**config.mk**
```make
export PLATFORM = sky130hd
export DESIGN_NAME = mips_fetch_unit
export DESIGN_NICKNAME = d
export VERILOG_FILES = /design/src/rtl/mips_fetch_unit.sv
export SDC_FILE = /design/constraint.sdc
export NUM_CORES = 1
export LEC_CHECK = 0
export BUFFER_PORTS_ARGS = -buffer_cell sky130_fd_sc_hd__buf_2
export CAP_MARGIN = 5
export CORE_UTILIZATION = 44
export CTS_CLUSTER_DIAMETER = 50
export CTS_CLUSTER_SIZE = 8
export DETAILED_ROUTE_END_ITERATION = 7
export MAX_ROUTING_LAYER = met4
export PLACE_DENSITY = 0.76
export SETUP_SLACK_MARGIN = 0.02
export SLEW_MARGIN = 5
export SYNTH_ARGS = -nofsm -noshare
export SYNTH_HDL_FRONTEND = slang
export SYNTH_SLANG_ARGS = --single-unit
```
**constraint.sdc**
```tcl
create_clock -name in_clk -period 2 [get_ports in_clk]
set_input_delay 0.1 -clock in_clk [delete_from_list [all_inputs] [get_ports in_clk]]
set_output_delay 0.1 -clock in_clk [all_outputs]
set_load 0.01 [all_outputs]
```
**src/rtl/mips_fetch_unit.sv**
```systemverilog
// Instruction-fetch stage: owns the byte PC, addresses instruction memory and
// registers the returned word into the IF/ID pipeline register.
module mips_fetch_unit #(
  parameter int n_bit       = 31,
  parameter int memory_size = 2047,
  parameter int reset_pc    = 0
) (
  input  logic             in_clk,
  input  logic             in_rst_n,
  input  logic             in_start,
  input  logic             in_stall,
  input  logic             in_redirect_valid,
  input  logic [n_bit:0]   in_redirect_pc,
  input  logic             in_halt,
  input  logic [n_bit:0]   in_imem_instr,
  output logic [n_bit:0]   out_imem_addr,
  output logic [n_bit:0]   out_if_instr,
  output logic [n_bit:0]   out_if_pc_plus4,
  output logic             out_if_valid,
  output logic [n_bit:0]   out_fetch_count,
  output logic             out_halted,
  output logic             out_fault
);

  localparam logic [1:0] IDLE   = 2'd0;
  localparam logic [1:0] RUN    = 2'd1;
  localparam logic [1:0] HALTED = 2'd2;

  localparam logic [n_bit:0] PC_INIT = (n_bit+1)'(reset_pc) & ~(n_bit+1)'(3);
  localparam logic [n_bit:0] MEM_MAX = (n_bit+1)'(memory_size);
  localparam logic [n_bit:0] FOUR    = (n_bit+1)'(4);
  localparam logic [n_bit:0] ONE     = (n_bit+1)'(1);

  logic [1:0]     state_p0;
  logic [n_bit:0] pc_p0;
  logic [n_bit:0] word_idx;
  logic [n_bit:0] pc_plus4;
  logic           out_of_range;

  function automatic logic [n_bit:0] word_align(input logic [n_bit:0] byte_addr);
    return {byte_addr[n_bit:2], 2'b00};
  endfunction

  assign word_idx      = {2'b00, pc_p0[n_bit:2]};
  assign pc_plus4      = pc_p0 + FOUR;
  assign out_of_range  = (word_idx > MEM_MAX);
  assign out_imem_addr = word_idx;
  assign out_halted    = (state_p0 == HALTED);

  // IF/ID boundary: memory response is registered alongside its PC+4
  always_ff @(posedge in_clk) begin
    if (!in_rst_n) begin
      state_p0        <= IDLE;
      pc_p0           <= PC_INIT;
      out_if_instr    <= '0;
      out_if_pc_plus4 <= '0;
      out_if_valid    <= 1'b0;
      out_fetch_count <= '0;
      out_fault       <= 1'b0;
    end else begin
      case (state_p0)
        IDLE: begin
          if (in_start) state_p0 <= RUN;
        end
        RUN: begin
          // Redirect comes from an older instruction, so it outranks halt/fault
          if (in_redirect_valid) begin
            pc_p0        <= word_align(in_redirect_pc);
            out_if_instr <= '0;
            out_if_valid <= 1'b0;
          end else if (in_halt) begin
            state_p0     <= HALTED;
            out_if_instr <= '0;
            out_if_valid <= 1'b0;
          end else if (out_of_range) begin
            state_p0     <= HALTED;
            out_fault    <= 1'b1;
            out_if_instr <= '0;
            out_if_valid <= 1'b0;
          end else if (!in_stall) begin
            out_if_instr    <= in_imem_instr;
            out_if_pc_plus4 <= pc_plus4;
            out_if_valid    <= 1'b1;
            pc_p0           <= pc_plus4;
            out_fetch_count <= out_fetch_count + ONE;
          end
        end
        default: begin
          state_p0     <= HALTED;
          out_if_valid <= 1'b0;
        end
      endcase
    end
  end

endmodule

```
# Word-level counts from Yosys, hierarchy flattened
# Index checks and enable logic that the tools add are counted.
# totals
word_cells,50
register_bits,132
inputBits,70
# op_classes
n_eq_ne,10
reduce_logical,7
bitwise_logic,5
muxes,18
n_lt_le_gt_ge,1
n_addsub,2
# op_table
cell,n
$mux 32,8
$add 32x1->32 const B,1
$add 32x3->32 const B,1
$gt 30x11->1 const B,1
$mux 2,4
$ne 2x2->1 const B,4
$reduce_and 4->1,2
$ne 5x5->1 const B,1
$not 1->1,5
$reduce_and 5->1,1
$mux 1,4
$ne 4x1->1 const B,1
$pmux 2 s2,1
$reduce_and 2->1,2
$ne 3x3->1 const B,1
$reduce_and 3->1,1
$eq 2x1->1 const B,1
$eq 2x2->1 const B,1
$logic_not 2->1,1
$ne 2x1->1 const B,1
$pmux 1 s2,1

# Longest topological paths before layout
# Gate-level depths: netlist of run 1.
# logic_depth
word_depth,5
ltp_mapped,8
depth_no_buf,6

# Worst setup path before layout of run 1
# No wires, ideal clock.
# synth_path
path_type,flip-flop to flip-flop
start,register pc_p0[27]
end,register out_fetch_count[23]
synth_period_minus_slack_ns,2.190
stages_incl_launch_ff,8
setup_time_ns,0.070
t_arrival_ns,2.120
setup_slack_ns,-0.190
cell_sequence,dfxtp_1 -> nor4_2 -> nand2_1 -> clkbuf_1 -> or4_4 -> buf_6 -> or4_1 -> a21oi_1
# synth_via
elab_chain_len,3
# synth_rtl
item,line_no,rtl
"start, declared",35,logic [n_bit:0] pc_p0;
"start signal, assigned",68,pc_p0 <= word_align(in_redirect_pc);
"start signal, assigned",84,pc_p0 <= pc_plus4;
$gt 30x11->1,46,assign out_of_range = (word_idx > MEM_MAX);
$not 1->1 (no source line),-,
$reduce_and 5->1 (no source line),-,
"end signal, assigned",85,out_fetch_count <= out_fetch_count + ONE;
"end, declared",20,"output logic [n_bit:0] out_fetch_count,"
# Every way passes these cells.
# A chain may end at the register's enable or synchronous reset.

# Final worst setup path of run 1
# layout_path
start,register pc_p0[23]
end,register out_fetch_count[18]
# Same word-level chain as after synthesis.

==> results.tsv, run 1 <==
metric	value	unit
IO buf count	194	
Final Hold Fails	1	
clock buffer depth	2	
leading cell type in the layout, fill and taps excluded	buf_2	
Peak VDD IR	0.6972	mV
DRT iter0 DRCs	557	
GRT overflow	0	
skew final	0.01136	ns
Min-Delay Path Class	input port to flip-flop	
commonest cells after routing, fill and taps aside	buf_2, dfxtp_1, buf_4	
Required @ worst endpoint	2.34	ns
largest net degree at the start of global routing	45	
row cnt	39	
met2 GRT Util	0.4870	
First-pass DRT Iterations	6	
Core Util, Final	0.7142	
fmax	445.5	MHz
Placed Instances	974	
CTS H-tree depth	4	
synthesized area	5373	µm²
drt wl/cell	17.59	µm
clock latency on the worst-skew pair	0.42	ns
hold_ws	-0.01317	ns
fin worst setup slack	-0.2446	ns
failing checks	hold timing, setup timing	
vias in the first global route	5801	
HPWL Detailed	11890	µm
GR peak layer	met2	
GR met1 Demand/Resource	0.3464	
slew at the pin with the worst max-slew slack	0.5925	ns
DRC	0	
power per cell area	779.1	nW/µm²
status	finished, violations left	
clock sinks	128	
grt met3 use	0.07289	
RSZ-0062 raised after global routing	yes	
die height	112.5	µm
Worst-path clk slew	0.06	ns
global-route wire length before repair	28840	µm
Initial Utilization	0.4607	
fin. max-slew vios	0	
CTS tree	yes	
Leak Pwr	0.003707	µW
synth unique cells	55	
Routed Antenna Nets	0	
post-route clock period utilization	1.122	
CTS Buf Count	17	
Die W	112.5	µm
GRT Total Usage	0.2960	
core area	11660	µm²
warnings from Yosys	0	
via count	6064	
vias per cell	5.715	
Die ar.	12660	µm²
antenna cells	0	
Post-Layout Cell Count	1061	
Syn Inst Count	597	
Syn Area/Cell	8.999	µm²
initial antenna violation count	0	
Area Overhead vs Synth	55.03	%
Worst EP arrival	2.59	ns
number of synthesized register bits	128	
Boundary Pins	201	
setup violators final	76	
final WL	18660	µm
CP endpoint kind	flip-flop	
Fillers	862	
Crit Path Max Fanout	8	
CP Launch Type	flip-flop	
Max Cap Viol	0	
critical path class	flip-flop to flip-flop	
Relative slew margins	0.6050	
Tmin final	2.245	ns
Most used DFF post-synth	dfxtp_1	
root buffer cell	clkbuf_16	
EDFF count, synth	0	
Nets	978	
gp weighted congestion	0.8996	
fraction of registers with async set/reset	0	
sequential share of the synthesized area	0.4769	
layout cells sized above 1	0.3965	
metal layers:
layer | part of all wire | routed length [µm]
met4 | 0.027 | 499
met1 | 0.40 | 7441
met5 | 0 | 0
met3 | 0.069 | 1279
met2 | 0.51 | 9443
final cells by class:
class,instances,area (µm²),area share
Multi-Input combinational cell,418,2745,0.3296
Sequential cell,128,2582,0.3100
Timing Repair Buffer,330,2188,0.2627
Clock buffer,23,488.0,0.05858
Tap cell,143,178.9,0.02148
Clock inverter,8,105.1,0.01262
Inverter,11,41.29,0.004957
metrics by stage:
stage	total power, µW	setup TNS (ns)	instance area, µm²	setup slack, ns
floorplan	3018	-0.5349	5459	-0.1146
global placement	3292	-4.326	7042	-0.1656
detailed placement	3314	-11.75	7042	-0.2424
CTS	6500	-5.277	8189	-0.1711
global route	6696	-16.06	8329	-0.3068
finish	6489	-7.940	8329	-0.2446
what timing repair did:
item,CTS,global route
buffers inserted,4,5
resized for setup,14,25
hold buffers,45,0
pin swaps,11,9
endpoints found under the setup margin,92,110
gates cloned,1,1
endpoints found under the hold margin,45,0
cell usage after synthesis, types with 14 or more instances:
| library cell | number | area, µm² |
|---|---|---|
| nand3_1 | 25 | 125.1 |
| a21oi_1 | 49 | 245.2 |
| a22o_1 | 38 | 332.8 |
| and3_1 | 24 | 150.1 |
| o21ai_0 | 21 | 105.1 |
| nand2_1 | 60 | 225.2 |
| clkbuf_1 | 28 | 105.1 |
| dfxtp_1 | 128 | 2562 |
| o31ai_1 | 14 | 105.1 |
| nor2_1 | 39 | 146.4 |
critical path, cell delays in order (launching register included):
cell and delay [ns]:
dfxtp_4 0.35, nor4_4 0.36, nand3_2 0.15, or4_4 0.52, buf_6 0.16, or4b_4 0.48, a21oi_2 0.14
sequential cells by signal, indices dropped and copies added (netlist names):
register and count:
pc_p0 30, out_if_pc_plus4 30, state_p0 2, out_if_valid 1
out_fetch_count 32, out_if_instr 32, out_fault 1
power by group:
group          total, µW  leakage [µW]  internal, µW  switching (µW)
Clock               3080      0.000281          1960            1120
Combinational        761       0.00239           359             402
Sequential          2650       0.00104          2600            46.6
Total               6490       0.00371          4920            1570
final timing paths:
path | to | cells past startpoint | slack (ns) | startpoint
max | out_fetch_count[18]$_SDFFE_PN0P_ | 6 | -0.24 | pc_p0[23]$_SDFFE_PN0P_
min | pc_p0[21]$_SDFFE_PN0P_ | 3 | -0.01 | in_redirect_pc[21]
max reg2reg | out_fetch_count[18]$_SDFFE_PN0P_ | 6 | -0.24 | pc_p0[23]$_SDFFE_PN0P_
min reg2reg | out_if_pc_plus4[3]$_SDFFE_PN0P_ | 2 | 0.45 | out_if_pc_plus4[3]$_SDFFE_PN0P_
kinds of logic (layout without fill, tap and decap cells):
| family | after synthesis | in the layout | share of synthesized area |
|---|---|---|---|
| buf+inv | 54 | 372 | 0.04448 |
| flops | 128 | 128 | 0.4769 |
| compound gates | 158 | 158 | 0.2024 |
| simple gates | 235 | 235 | 0.2394 |
| mux | 2 | 2 | 0.003726 |
| xor+xnor | 17 | 17 | 0.02771 |
| fa+ha+maj | 2 | 2 | 0.004657 |
| other cells | 1 | 4 | 0.0006980 |
Note: power is estimated with default switching activity, not from simulation.
==> run 2: changes to the inputs <==
Settings changed: CORE_UTILIZATION 44 to 49, PLACE_DENSITY 0.76 to 0.8.
Clock period 2 ns to 2.5 ns, I/O delays scaled along.
==> run 2 against run 1 <==
Compared with the run above: the run now ends clean; critical path type unchanged; via count down 4.5%; largest cell class unchanged; flip-flop and latch count unchanged; critical path depth unchanged.
==> results.tsv, run 2 (synthesis results as in run 1) <==
metric	value	unit	change
crit path max-delay cell type	or4_4		unchanged
Max Cap Viol	0		unchanged
CP endpoint kind	flip-flop		unchanged
die height	106.7	µm	was 112.5 µm
clock buffer depth	2		unchanged
Worst EP arrival	2.75	ns	was 2.59 ns
Area Overhead vs Synth	44.41	%	was 55.03%
Top delay family on crit path	simple AND/OR/NAND/NOR gates		unchanged
DRC	0		unchanged
CTS Buf Count	17		unchanged
commonest cells after routing, fill and taps aside	buf_2, dfxtp_1, nand2_1, dlygate4sd3_1, a21oi_1		was buf_2, dfxtp_1, buf_4
Die ar.	11390	µm²	was 12660 µm²
worst path buffer plus inverter count	1		unchanged
critical path class	flip-flop to flip-flop		unchanged
layout cells sized above 1	0.3080		was 0.3965
r2r setup slk	0.18	ns	was -0.24 ns
slew at the pin with the worst max-slew slack	0.6243	ns	was 0.5925 ns
Power, Total	4955	µW	was 6489 µW
status	complete, no violations		was finished, violations left
Post-Layout Cell Count	1006		was 1061
Routed Antenna Nets	0		unchanged
GRT overflow	0		unchanged
global-route wire length before repair	26440	µm	was 28840 µm
skew final	0.01491	ns	was 0.01136 ns
setup violators final	0		was 76
CP Launch Type	flip-flop		unchanged
power per cell area	638.6	nW/µm²	was 779.1 nW/µm²
crit path cell chain	nor4_2 -> nand3_1 -> buf_4 -> or4_4 -> or4b_1 -> a21oi_1		was nor4_4 -> nand3_2 -> or4_4 -> buf_6 -> or4b_4 -> a21oi_2
GRT Total Usage	0.3001		was 0.2960
Leak Pwr	0.003382	µW	was 0.003707 µW
Worst-path clk slew	0.06	ns	about the same
CP max stage delay	0.60	ns	was 0.52 ns
CTS tree	yes		unchanged
drt wl/cell	16.76	µm	was 17.59 µm
antenna cells	0		unchanged
Fillers	760		was 862
clock latency on the worst-skew pair	0.51	ns	was 0.42 ns
Final Hold Fails	0		was 1
clock sinks	128		unchanged
gp weighted congestion	0.9090		was 0.8996
vias per cell	5.755		was 5.715
DRT iter0 DRCs	465		was 557
leading cell type in the layout, fill and taps excluded	buf_2		unchanged
vias in the first global route	5514		was 5801
final WL	16860	µm	was 18660 µm
root buffer cell	clkbuf_8		was clkbuf_16
Initial Utilization	0.5135		was 0.4607
row cnt	37		was 39
First-pass DRT Iterations	6		unchanged
Required @ worst endpoint	2.94	ns	was 2.34 ns
Boundary Pins	201		unchanged
setup tns final	0	ns	was -7.940 ns
CTS H-tree depth	4		unchanged
Nets	929		was 978
Peak VDD IR	0.3330	mV	was 0.6972 mV
Tmin final	2.316	ns	was 2.245 ns
via count	5790		was 6064
IO buf count	194		unchanged
Crit Path Max Fanout	11		was 8
initial antenna violation count	0		unchanged
Top Registers	out_fetch_count x32, out_if_instr x32		unchanged
Core Util, Final	0.7416		was 0.7142
post-route clock period utilization	0.9265		was 1.122
Relative slew margins	0.5832		was 0.6050
fin. max-slew vios	0		unchanged
Die W	106.7	µm	was 112.5 µm
RSZ-0062 raised after global routing	no		was yes
Min-Delay Path Class	input port to flip-flop		unchanged
core area	10460	µm²	was 11660 µm²
largest net degree at the start of global routing	45		unchanged
fmax	431.8	MHz	was 445.5 MHz
HPWL Detailed	10740	µm	was 11890 µm
Placed Instances	914		was 974
run 2: metrics by stage:
stage / worst slack [ns] / hold slack [ns] / cell area [µm²]
floorplan: 0.3100 / 0.2577 / 5384
global placement: 0.2078 / 0.3413 / 6574
detailed placement: 0.1558 / 0.3453 / 6574
CTS: 0.1440 / 0.01944 / 7744
global route: 0.02408 / 0.03849 / 7759
finish: 0.1838 / 0.05157 / 7759
run 2: final cells by class:
class | count | area (µm²) | area share
Clock inverter | 8 | 78.83 | 0.01016
Tap cell | 136 | 170.2 | 0.02193
Clock buffer | 24 | 490.5 | 0.06322
Inverter | 11 | 41.29 | 0.005322
Multi-Input combinational cell | 418 | 2616 | 0.3372
Sequential cell | 128 | 2562 | 0.3303
Timing Repair Buffer | 281 | 1799 | 0.2319
run 2: metal layers:
layer,vias to the layer above,global-route usage,share of wire
met2,287,0.4991,0.51
li1,2740,-,-
met3,36,0.06079,0.070
met4,0,0.1174,0.020
met1,2727,0.3570,0.40
met5,-,-,0
run 2: path summary, 6_finish.rpt:
path	end	start	depth (start not counted)
min reg2reg	out_if_pc_plus4[2]$_SDFFE_PN0P_	out_if_pc_plus4[2]$_SDFFE_PN0P_	2
max	out_fetch_count[17]$_SDFFE_PN0P_	pc_p0[31]$_SDFFE_PN0P_	6
min	pc_p0[2]$_SDFFE_PN0P_	in_redirect_pc[2]	3
max reg2reg	out_fetch_count[17]$_SDFFE_PN0P_	pc_p0[31]$_SDFFE_PN0P_	6
run 2: what timing repair did:
item,in CTS,in global routing
resized for setup,0,3
buffers inserted,0,0
endpoints found under the hold margin,60,0
hold buffers,60,0
setup endpoints to repair,0,10
run 2: power breakdown:
group | switching [µW] | total (µW) | internal [µW]
Combinational | 280 | 511 | 230
Sequential | 42.5 | 2120 | 2080
Clock | 873 | 2320 | 1450
run 2: worst reg2reg max path: stages (launching register included):
cell and delay, ns:
dfxtp_1 0.32, nor4_2 0.32, nand3_1 0.15, buf_4 0.20
or4_4 0.60, or4b_1 0.50, a21oi_1 0.15
==> run 3: changes to the inputs <==
Settings changed: BUFFER_PORTS_ARGS -buffer_cell sky130_fd_sc_hd__buf_2 to unset, CORE_UTILIZATION 49 to 60, DONT_BUFFER_PORTS set to 1, PLACE_DENSITY 0.8 to 0.76.
==> run 3 against run 2 <==
Compared with the run above: clock skew down 0.0032 ns; fmax is 3.1% lower; via count is 11% lower; critical endpoint unchanged; largest cell class unchanged; highest routed layer unchanged.
==> results.tsv, run 3 (synthesis results as in run 1) <==
metric	value	unit	change
die height	96.63	µm	was 106.7 µm
drt wl/cell	19.61	µm	was 16.76 µm
dpl cell area	5660	µm²	was 6574 µm²
final WL	15810	µm	was 16860 µm
Required @ worst endpoint	2.94	ns	about the same
core area	8678	µm²	was 10460 µm²
Nets	757		was 929
skew final	0.01167	ns	was 0.01491 ns
Worst-path clk slew	0.07	ns	was 0.06 ns
power per cell area	751.2	nW/µm²	was 638.6 nW/µm²
Relative slew margins	0.2399		was 0.5832
Placed Instances	706		was 914
Leak Pwr	0.002559	µW	was 0.003382 µW
Top Registers	out_fetch_count x32, out_if_instr x32		unchanged
setup violators final	0		unchanged
setup tns final	0	ns	unchanged
CTS tree	yes		unchanged
post-route clock period utilization	0.9565		was 0.9265
Peak VDD IR	0.5267	mV	was 0.3330 mV
Post-Layout Cell Count	806		was 1006
Tmin final	2.391	ns	was 2.316 ns
Area Overhead vs Synth	30.27	%	was 44.41%
Die ar.	9336	µm²	was 11390 µm²
slew at the pin with the worst max-slew slack	1.136	ns	was 0.6243 ns
CP Launch Type	flip-flop		unchanged
CTS Buf Count	17		unchanged
fin. max-slew vios	0		unchanged
via count	5160		was 5790
IO buf count	0		was 194
Final Hold Fails	0		unchanged
gp weighted congestion	0.8726		was 0.9090
global-route wire length before repair	24760	µm	was 26440 µm
clock latency on the worst-skew pair	0.51	ns	about the same
hold_ws	0.03361	ns	was 0.05157 ns
commonest cells after routing, fill and taps aside	dfxtp_1, dlygate4sd3_1, nand2_1		was buf_2, dfxtp_1, nand2_1, dlygate4sd3_1, a21oi_1
DRC	0		unchanged
vias in the first global route	4876		was 5514
Max Cap Viol	0		unchanged
Min-Delay Path Class	input port to flip-flop		unchanged
Routed Antenna Nets	0		unchanged
Initial Utilization	0.6191		was 0.5135
row cnt	34		was 37
layout cells sized above 1	0.1289		was 0.3080
fin area	6999	µm²	was 7759 µm²
DRT iter0 DRCs	264		was 465
CP endpoint kind	flip-flop		unchanged
Crit Path Max Fanout	11		unchanged
Die W	96.63	µm	was 106.7 µm
HPWL Detailed	9200	µm	was 10740 µm
Power, Total	5258	µW	was 4955 µW
largest net degree at the start of global routing	42		was 45
vias per cell	6.402		was 5.755
initial antenna violation count	0		unchanged
CTS H-tree depth	4		unchanged
GRT overflow	0		unchanged
Fillers	540		was 760
Boundary Pins	201		unchanged
GRT Total Usage	0.3347		was 0.3001
leading cell type in the layout, fill and taps excluded	dfxtp_1		was buf_2
critical path class	flip-flop to flip-flop		unchanged
root buffer cell	clkbuf_8		unchanged
clock buffer depth	2		unchanged
First-pass DRT Iterations	5		was 6
Worst EP arrival	2.83	ns	was 2.75 ns
fmax	418.2	MHz	was 431.8 MHz
clock sinks	128		unchanged
status	complete, no violations		unchanged
RSZ-0062 raised after global routing	no		unchanged
antenna cells	0		unchanged
-- run 3: cell count changes in the layout (fill, tap and decap cells not counted), moves of 2 or more --
cell | previous run | this run
inv_8 | 0 | 3
clkbuf_1 | 2 | 0
buf_4 | 25 | 40
clkbuf_8 | 6 | 1
clkinvlp_4 | 4 | 1
inv_6 | 0 | 5
bufinv_16 | 1 | 4
dlygate4sd3_1 | 60 | 67
clkinv_2 | 2 | 0
buf_2 | 194 | 0
-- run 3: final cells by class --
type | count | area, µm² | area share
well taps | 108 | 135.1 | 0.01931
clock inverters | 15 | 222.7 | 0.03182
flip-flops and latches | 128 | 2562 | 0.3661
repair buffers | 109 | 1011 | 0.1444
multi-input cells | 418 | 2613 | 0.3733
clock buffers | 17 | 414.1 | 0.05917
inverters | 11 | 41.29 | 0.005899
-- run 3: path summary, 6_finish.rpt --
kind                                                 startpoint                                to  slack, ns  cells past startpoint
worst max-delay path                     pc_p0[19]$_SDFFE_PN0P_  out_fetch_count[17]$_SDFFE_PN0P_       0.11                      6
worst min-delay path                                   in_stall   out_fetch_count[1]$_SDFFE_PN0P_       0.03                      4
worst max register to register           pc_p0[19]$_SDFFE_PN0P_  out_fetch_count[17]$_SDFFE_PN0P_       0.11                      6
worst min register to register  out_if_pc_plus4[2]$_SDFFE_PN0P_   out_if_pc_plus4[2]$_SDFFE_PN0P_       0.53                      2
-- run 3: repair_timing --
action / in CTS / in global routing
setup endpoints to repair: 0 / 20
hold buffers: 68 / 0
buffers inserted: 0 / 0
hold endpoints to repair: 87 / 0
gates resized for setup: 0 / 2
-- run 3: through the flow --
stage / worst slack, ns / utilization
after floorplan: 0.3100 / -
after global placement: 0.1469 / 0.6522
after detailed placement: 0.08919 / 0.6522
after CTS: 0.06717 / 0.8052
after global routing: 0.02739 / 0.8065
final: 0.1087 / 0.8065
-- run 3: power by group --
group	switching [µW]	total [µW]	leakage, µW	internal [µW]
Sequential	56.2	2130	0.00103	2080
Clock	1010	2670	0.000310	1660
Combinational	255	455	0.00122	200
-- run 3: per-layer routing --
| metal | global-route usage | share of wire | vias up | routed length (µm) |
|---|---|---|---|---|
| li1 | - | - | 2397 | - |
| met2 | 0.5596 | 0.51 | 282 | 8046 |
| met5 | - | 0 | - | 0 |
| met3 | 0.09538 | 0.083 | 59 | 1309 |
| met4 | 0.1228 | 0.026 | 0 | 418 |
| met1 | 0.3814 | 0.38 | 2422 | 6034 |
-- run 3: critical path: stages, from the launching register on --
cell	delay [ns]
dfxtp_1	0.34
nor4_2	0.36
nand3_1	0.18
buf_4	0.20
or4_4	0.59
or4b_1	0.49
a21oi_1	0.16
